<file path="src/rtl/apb_cmd_master.sv">
// apb_cmd_master
//   APB3 master bridge that sits behind the LSU command registers. A rising
//   edge on the CONTROL.en bit starts exactly one APB transfer to the slave
//   chosen by SEL. Read data, busy, done and error status go back to the LSU.
//
// Parameters
//   NUM_SLV  number of APB slaves (1..4); width of o_psel / i_pready / i_pslverr
//   TIMEOUT  ACCESS-phase wait limit in cycles (exists only with APB_TIMEOUT_EN)
//
// Optional feature macro: APB_TIMEOUT_EN
//   defined   : an ACCESS phase that sees no pready for TIMEOUT cycles is
//               aborted and reported as done + error
//   undefined : ACCESS waits for pready indefinitely
//
// Ports
//   i_clk, i_rst    clock, asynchronous active-low reset
//   i_paddr         command address        i_pwdata   command write data
//   i_sel           slave index            i_control  [0] en, [1] write(1)/read(0)
//   o_psel          one-hot slave select   o_penable  APB enable
//   o_pwrite        APB direction          o_paddr    APB address
//   o_pwdata        APB write data
//   i_prdata        per-slave read data, slave k at [32k+31:32k]
//   i_pready        per-slave ready        i_pslverr  per-slave error
//   o_rdata         captured read data     o_busy     transfer in progress
//   o_done          sticky: last transfer finished
//   o_err           sticky: last transfer ended in error
//
// States
//   IDLE   | no transfer; waiting for an en rising edge
//   SETUP  | APB setup phase: psel high, penable low (one cycle)
//   ACCESS | APB access phase: psel and penable high until pready (or timeout)

module apb_cmd_master #(
  parameter int NUM_SLV = 4
`ifdef APB_TIMEOUT_EN
  ,
  parameter int TIMEOUT = 16
`endif
) (
  input  logic                  i_clk,
  input  logic                  i_rst,
  input  logic [4:0]            i_paddr,
  input  logic [31:0]           i_pwdata,
  input  logic [1:0]            i_sel,
  input  logic [1:0]            i_control,
  output logic [NUM_SLV-1:0]    o_psel,
  output logic                  o_penable,
  output logic                  o_pwrite,
  output logic [4:0]            o_paddr,
  output logic [31:0]           o_pwdata,
  input  logic [NUM_SLV*32-1:0] i_prdata,
  input  logic [NUM_SLV-1:0]    i_pready,
  input  logic [NUM_SLV-1:0]    i_pslverr,
  output logic [31:0]           o_rdata,
  output logic                  o_busy,
  output logic                  o_done,
  output logic                  o_err
);

  typedef enum logic [1:0] {
    IDLE   = 2'd0,
    SETUP  = 2'd1,
    ACCESS = 2'd2
  } state_t;

  state_t      state;
  state_t      state_nxt;

  logic        en_prev;
  logic [1:0]  sel_q;
  logic        start;
  logic        sel_ok;
  logic        start_ok;
  logic        start_bad;

  logic        pready_sel;
  logic        pslverr_sel;
  logic [31:0] prdata_sel;
  logic        xfer_done;
  logic        abort;

  // en rising edge; only honoured from IDLE, but en_prev tracks every cycle so
  // an edge seen while busy is consumed rather than queued.
  assign start     = i_control[0] & ~en_prev;
  assign sel_ok    = ({30'd0, i_sel} < NUM_SLV);
  assign start_ok  = start & (state == IDLE) & sel_ok;
  assign start_bad = start & (state == IDLE) & ~sel_ok;

  // Only the latched slave's response is observed.
  always_comb begin
    pready_sel  = 1'b0;
    pslverr_sel = 1'b0;
    prdata_sel  = '0;
    for (int k = 0; k < NUM_SLV; k++) begin
      if (sel_q == 2'(k)) begin
        pready_sel  = i_pready[k];
        pslverr_sel = i_pslverr[k];
        prdata_sel  = i_prdata[32*k +: 32];
      end
    end
  end

  assign xfer_done = (state == ACCESS) & pready_sel;

`ifdef APB_TIMEOUT_EN
  localparam int CntW = $clog2(TIMEOUT + 1);

  logic [CntW-1:0] wait_cnt;

  always_ff @(posedge i_clk or negedge i_rst) begin
    if (!i_rst) begin
      wait_cnt <= '0;
    end else if (state == SETUP) begin
      wait_cnt <= '0;
    end else if ((state == ACCESS) && !pready_sel) begin
      wait_cnt <= wait_cnt + 1'b1;
    end
  end

  // Fires on the TIMEOUT-th not-ready ACCESS cycle; a pready in that same
  // cycle takes priority and completes the transfer normally.
  assign abort = (state == ACCESS) & ~pready_sel & (wait_cnt == CntW'(TIMEOUT - 1));
`else
  assign abort = 1'b0;
`endif

  always_ff @(posedge i_clk or negedge i_rst) begin
    if (!i_rst) begin
      state <= IDLE;
    end else begin
      state <= state_nxt;
    end
  end

  always_comb begin
    state_nxt = state;
    case (state)
      IDLE:    if (start_ok) state_nxt = SETUP;
      SETUP:   state_nxt = ACCESS;
      ACCESS:  if (xfer_done || abort) state_nxt = IDLE;
      default: state_nxt = IDLE;
    endcase
  end

  // Bus controls decode straight from the state so an async reset drops
  // psel/penable immediately.
  always_comb begin
    o_psel = '0;
    if (state != IDLE) begin
      for (int k = 0; k < NUM_SLV; k++) begin
        o_psel[k] = (sel_q == 2'(k));
      end
    end
  end

  assign o_penable = (state == ACCESS);
  assign o_busy    = (state != IDLE);

  // en_prev resets high so an en held across reset needs a fresh edge.
  always_ff @(posedge i_clk or negedge i_rst) begin
    if (!i_rst) begin
      en_prev  <= 1'b1;
      sel_q    <= '0;
      o_paddr  <= '0;
      o_pwdata <= '0;
      o_pwrite <= 1'b0;
      o_rdata  <= '0;
      o_done   <= 1'b0;
      o_err    <= 1'b0;
    end else begin
      en_prev <= i_control[0];

      if (start_ok) begin
        sel_q    <= i_sel;
        o_paddr  <= i_paddr;
        o_pwdata <= i_pwdata;
        o_pwrite <= i_control[1];
        o_done   <= 1'b0;
        o_err    <= 1'b0;
      end

      // Out-of-range slave: report failure without touching the bus.
      if (start_bad) begin
        o_done <= 1'b1;
        o_err  <= 1'b1;
      end

      if (xfer_done) begin
        if (!o_pwrite) begin
          o_rdata <= prdata_sel;
        end
        o_err  <= pslverr_sel;
        o_done <= 1'b1;
      end else if (abort) begin
        o_err  <= 1'b1;
        o_done <= 1'b1;
      end
    end
  end

endmodule

</file>
<file path="config.mk">
export PLATFORM = sky130hd
export DESIGN_NAME = apb_cmd_master
export DESIGN_NICKNAME = d
export VERILOG_FILES = /design/src/rtl/apb_cmd_master.sv
export SDC_FILE = /design/constraint.sdc
export NUM_CORES = 1
export LEC_CHECK = 0
export CELL_PAD_IN_SITES_DETAIL_PLACEMENT = 1
export CELL_PAD_IN_SITES_GLOBAL_PLACEMENT = 2
export CORE_MARGIN = 1.5
export CORE_UTILIZATION = 25
export DETAILED_ROUTE_END_ITERATION = 6
export GPL_TIMING_DRIVEN = 0
export PLACE_DENSITY_LB_ADDON = 0.12
export SLEW_MARGIN = 20
export SYNTH_ARGS = -nofsm -noshare
export SYNTH_HDL_FRONTEND = slang
export SYNTH_SLANG_ARGS = --single-unit
</file>
<file path="constraint.sdc">
create_clock -name i_clk -period 4.3 [get_ports i_clk]
set_input_delay 0.86 -clock i_clk [delete_from_list [all_inputs] [get_ports i_clk]]
set_output_delay 0.86 -clock i_clk [all_outputs]
set_load 0.03 [all_outputs]
</file>
### After elaboration in Yosys (flattened, before gate mapping)

Index checks and enable logic that the tools add are counted.

* equal/unequal tests: 7
* muxes and demuxes: 19
* bitwise logic cells: 5
* reductions and logical operators: 6

Operators with widths (count)
* two-way mux 32 bit: 4
* two-way mux 1 bit: 11
* == test 2 bit (second input constant): 3
* case mux 2 bit (3 select lines): 1
* == test 2 x 1 -> 1 bit (second input constant): 2
* logical NOT 2 bit: 2
* two-way mux 2 bit: 2
* two-way mux 4 bit: 1
* AND reduction 2 bit: 2
* nonzero test 2 bit: 2
* bitwise AND 1 bit: 3
* inequality test 2 x 1 -> 1 bit (second input constant): 1
* inequality test 2 bit (second input constant): 1
* NOT 1 bit: 2

* register bits: 77
* bits of input ports: 179
* word-level logic and storage cells: 46

### Depth between registers and ports, before layout

* depth in word-level cells: 8
* depth in mapped cells: 4

### Worst setup path before layout

OpenSTA, ideal clock, no wires.

* kind: register to output
* start: register sel_q[1]
* end: output port o_psel[2]
* arrival: 1.594 ns
* data required time: 3.440 ns
* path slack: 1.846 ns
* stages on the path, launching flop included: 4
* path buffers: 2
* path through: dfrtp_1 clkbuf_8 clkbuf_1 nor3b_1

* longest elaborated chain between the ends: 2

RTL lines
* from (decl): RTL line 70 `logic [1:0] sel_q;`
* from (signal assigned): RTL line 174 `sel_q <= i_sel;`
* == test 2 bit: RTL line 151 `o_psel[k] = (sel_q == 2'(k));`
* two-way mux 4 bit: RTL line 149 `if (state != IDLE) begin`
* to (decl): RTL line 46 `output logic [NUM_SLV-1:0] o_psel,`

Every way passes these cells.

### Worst setup path after layout

Ends and elaborated chain as after synthesis.

==> run_results.csv <==
group,metric,value,unit
sta,worst_pin_slew,0.6219,ns
floorplanning,io_pins,257,
global_routing,use_met2,26.42,%
sta,slew_headroom,58.47,%
logic_synthesis,synthCells,215,
global_routing,grt.met3_usage,5.615,%
logic_synthesis,synth_warnings,0,
floorplanning,fp.coreArea,15770,um2
sta,fin_tns_setup,0,ns
finish,fin_util,45.33,%
logic_synthesis,synth_ff_type,"dfrtp_1",
setup_path,worstSetupPathType,"flop to primary output",
placement,numPortBuffers,256,
power_and_ir_drop,ir_drop,257.1,uV
setup_path,crit_required,3.44,ns
logic_synthesis,async_flop_share,100.0,%
route,wl_per_cell,17.72,um
route,first_pass_iters,3,
sta,fin_crit_sh,77.25,%
route,drt_iter0_markers,90,
finish,fillerInstances,1613,
floorplanning,start_util,25.40,%
placement,hpwlAfterDp,10.01,mm
sta,hold_violations,0,
logic_synthesis,syn-cell-area,4006,um2
global_routing,gr-max-usage-layer,"met2",
route,postRouteAntennaNets,0,
route,drc_errors,0,
route,wirelength,12.46,mm
setup_path,worstSetupEndpointType,"primary output",
finish,area_growth,78.42,%
setup_path,worstPathMaxFanout,10,
logic_synthesis,yosysTopAreaCellShare,47.47,%
route,vias,3079,
logic_synthesis,syn_area_per_cell,18.63,um2
logic_synthesis,syn_nets,394,
setup_path,cp-start-kind,"flop",
sta,setup_violations,0,
floorplanning,rows,46,
cts,cts_tree,"done",
cts,cts_buffer_depth,2,
setup_path,slowest_delay,0.73,ns
logic_synthesis,synth_cell_types,25,
route,viasPerCell,4.380,
cts,cts_resized,0,
global_routing,grt_max_degree,41,
cts,clock_sinks,77,
finish,fin_cells,703,
logic_synthesis,yosys_register_bits,77,
power_and_ir_drop,p_leak,0.002988,uW
cts,htree_levels,3,
sta,fmax,301.1,MHz
floorplanning,die_area,16790,um2
global_routing,antenna_found_initial,0,
logic_synthesis,yosysTopAreaCell,"dfrtp_1",
setup_path,path_buf_inv,3,
floorplanning,die_y,129.6,um
setup_path,crit_path_top_delay_cell,"clkdlybuf4s50_1",
placement,place.gp.congestion,0.6740,
cts,hold_buffers,0,
job,maxCapViolCount,0,
logic_synthesis,synth_common_cells,"dfrtp_1 (76), mux2_2 (38), mux2_4 (30)",
outcome,status,"completed",
global_routing,grt_pass1_vias,3477,
sta,maxSlewViolCount,0,
global_routing,grt_pass1_wl,18.70,mm
global_routing,grt_util_all_layers,15.04,%
setup_path,cp_top_family,"buffers and inverters",
setup_path,worst_ep_arrival_time,2.46,ns
finish,drive_above_1_share,22.79,%
logic_synthesis,synth_edf_count,0,
global_routing,grt_use_met1,16.29,%
setup_path,cp_cell_sequence,"clkbuf_8 > clkbuf_1 > nor3b_1 > clkdlybuf4s50_1",
sta,final.min_clock_period,3.322,ns
cts,root_buffer,"clkbuf_16",
cts,numCtsBuffers,9,
finish,fin_nets,662,
floorplanning,die_w,129.6,um
cts,cts.clk_slew.worst_paths,0.06,ns
global_routing,overflow,0,
cts,cts_setup_buffers,0,
logic_synthesis,yosysSeqAreaShare,48.13,%
finish,antenna_cells,0,
cts,clk_latency,0.34,ns
min_path,hold_path.class,"flop to flop",
logic_synthesis,synth_area_leaders,"dfrtp_1 (47%), mux4_1 (15%), mux2_4 (11%), mux2_2 (11%), mux4_2 (6.2%)",
sta,fin_worst_skew,0.008026,ns
sta,rsz0062_at_grt,"false",
logic_synthesis,yosysMostFrequentCell,"dfrtp_1",
power_and_ir_drop,power_density,646.8,nW/um2
placement,numPlacedInstances,688,
final timing paths:
check,startpoint,to,slack (ns),cells past startpoint
setup / recovery,sel_q[1],o_psel[2],0.98,4
hold / removal,o_pwdata[8],o_pwdata[8],0.49,1
setup reg to reg,sel_q[1],o_rdata[30],2.35,4
hold reg to reg,o_pwdata[8],o_pwdata[8],0.49,1
max in group asynchronous,i_rst,o_rdata[21],3.18,2
min in group asynchronous,i_rst,o_paddr[0],0.50,1
metal layers:
layer  up-vias  wire (um)
met4         0        217
met5         -          0
met3        13       1123
met1      1537       4856
met2       142       6259
li1       1387          -
where the power goes:
part	internal, uW	total, uW	switching (uW)
clock network	449	761	312
registers	1050	1240	185
logic	1380	2620	1250
total	2880	4620	1740
sequential cells by signal, summed over array words and instances (netlist names):
name      count
o_pwdata     32
o_err         1
o_done        1
sel_q         2
en_prev       1
o_rdata      32
state         2
o_pwrite      1
o_paddr       5
stage by stage:
stage	instance area [um2]	power [uW]	setup WS (ns)	hold slack (ns)
after floorplan	4006	2820	1.846	0.5373
after global placement	6839	3875	-0.5215	0.4709
after detailed placement	6857	3913	1.283	0.4826
after CTS	7148	4699	0.8953	0.4999
after global routing	7148	4868	0.7877	0.5213
final	7148	4624	0.9784	0.4931
cell type report:
cell class              instances  area, um2  area share [%]
repair buffers                257       2580           36.09
flip-flops and latches         77       1928           26.97
multi-input cells             120       1896           26.52
well taps                     216      270.3           3.781
clock buffers                  10      229.0           3.203
plain buffers                  15      171.4           2.398
clock inverters                 5      62.56          0.8752
inverters                       3      11.26          0.1575
cells in the final DEF (no fill, tap or decap), types with 3 or more instances in the layout:
| cell | instances |
|---|---|
| mux2_1 | 5 |
| buf_2 | 4 |
| mux2_2 | 38 |
| inv_1 | 3 |
| clkbuf_16 | 9 |
| mux4_1 | 23 |
| dfrtp_1 | 76 |
| mux4_2 | 11 |
| buf_12 | 4 |
| clkdlybuf4s50_1 | 255 |
| clkbuf_8 | 3 |
| mux2_4 | 30 |
| buf_6 | 3 |
logic make-up after synthesis:
| kind of cell | share of synthesized area (%) |
|---|---|
| flip-flops | 48.13 |
| multiplexers | 44.60 |
| buffers and inverters | 4.560 |
| AND/OR/NAND/NOR | 2.467 |
| AO/OA/AOI/OAI | 0.2499 |
Power figures use the tool's default switching activity.
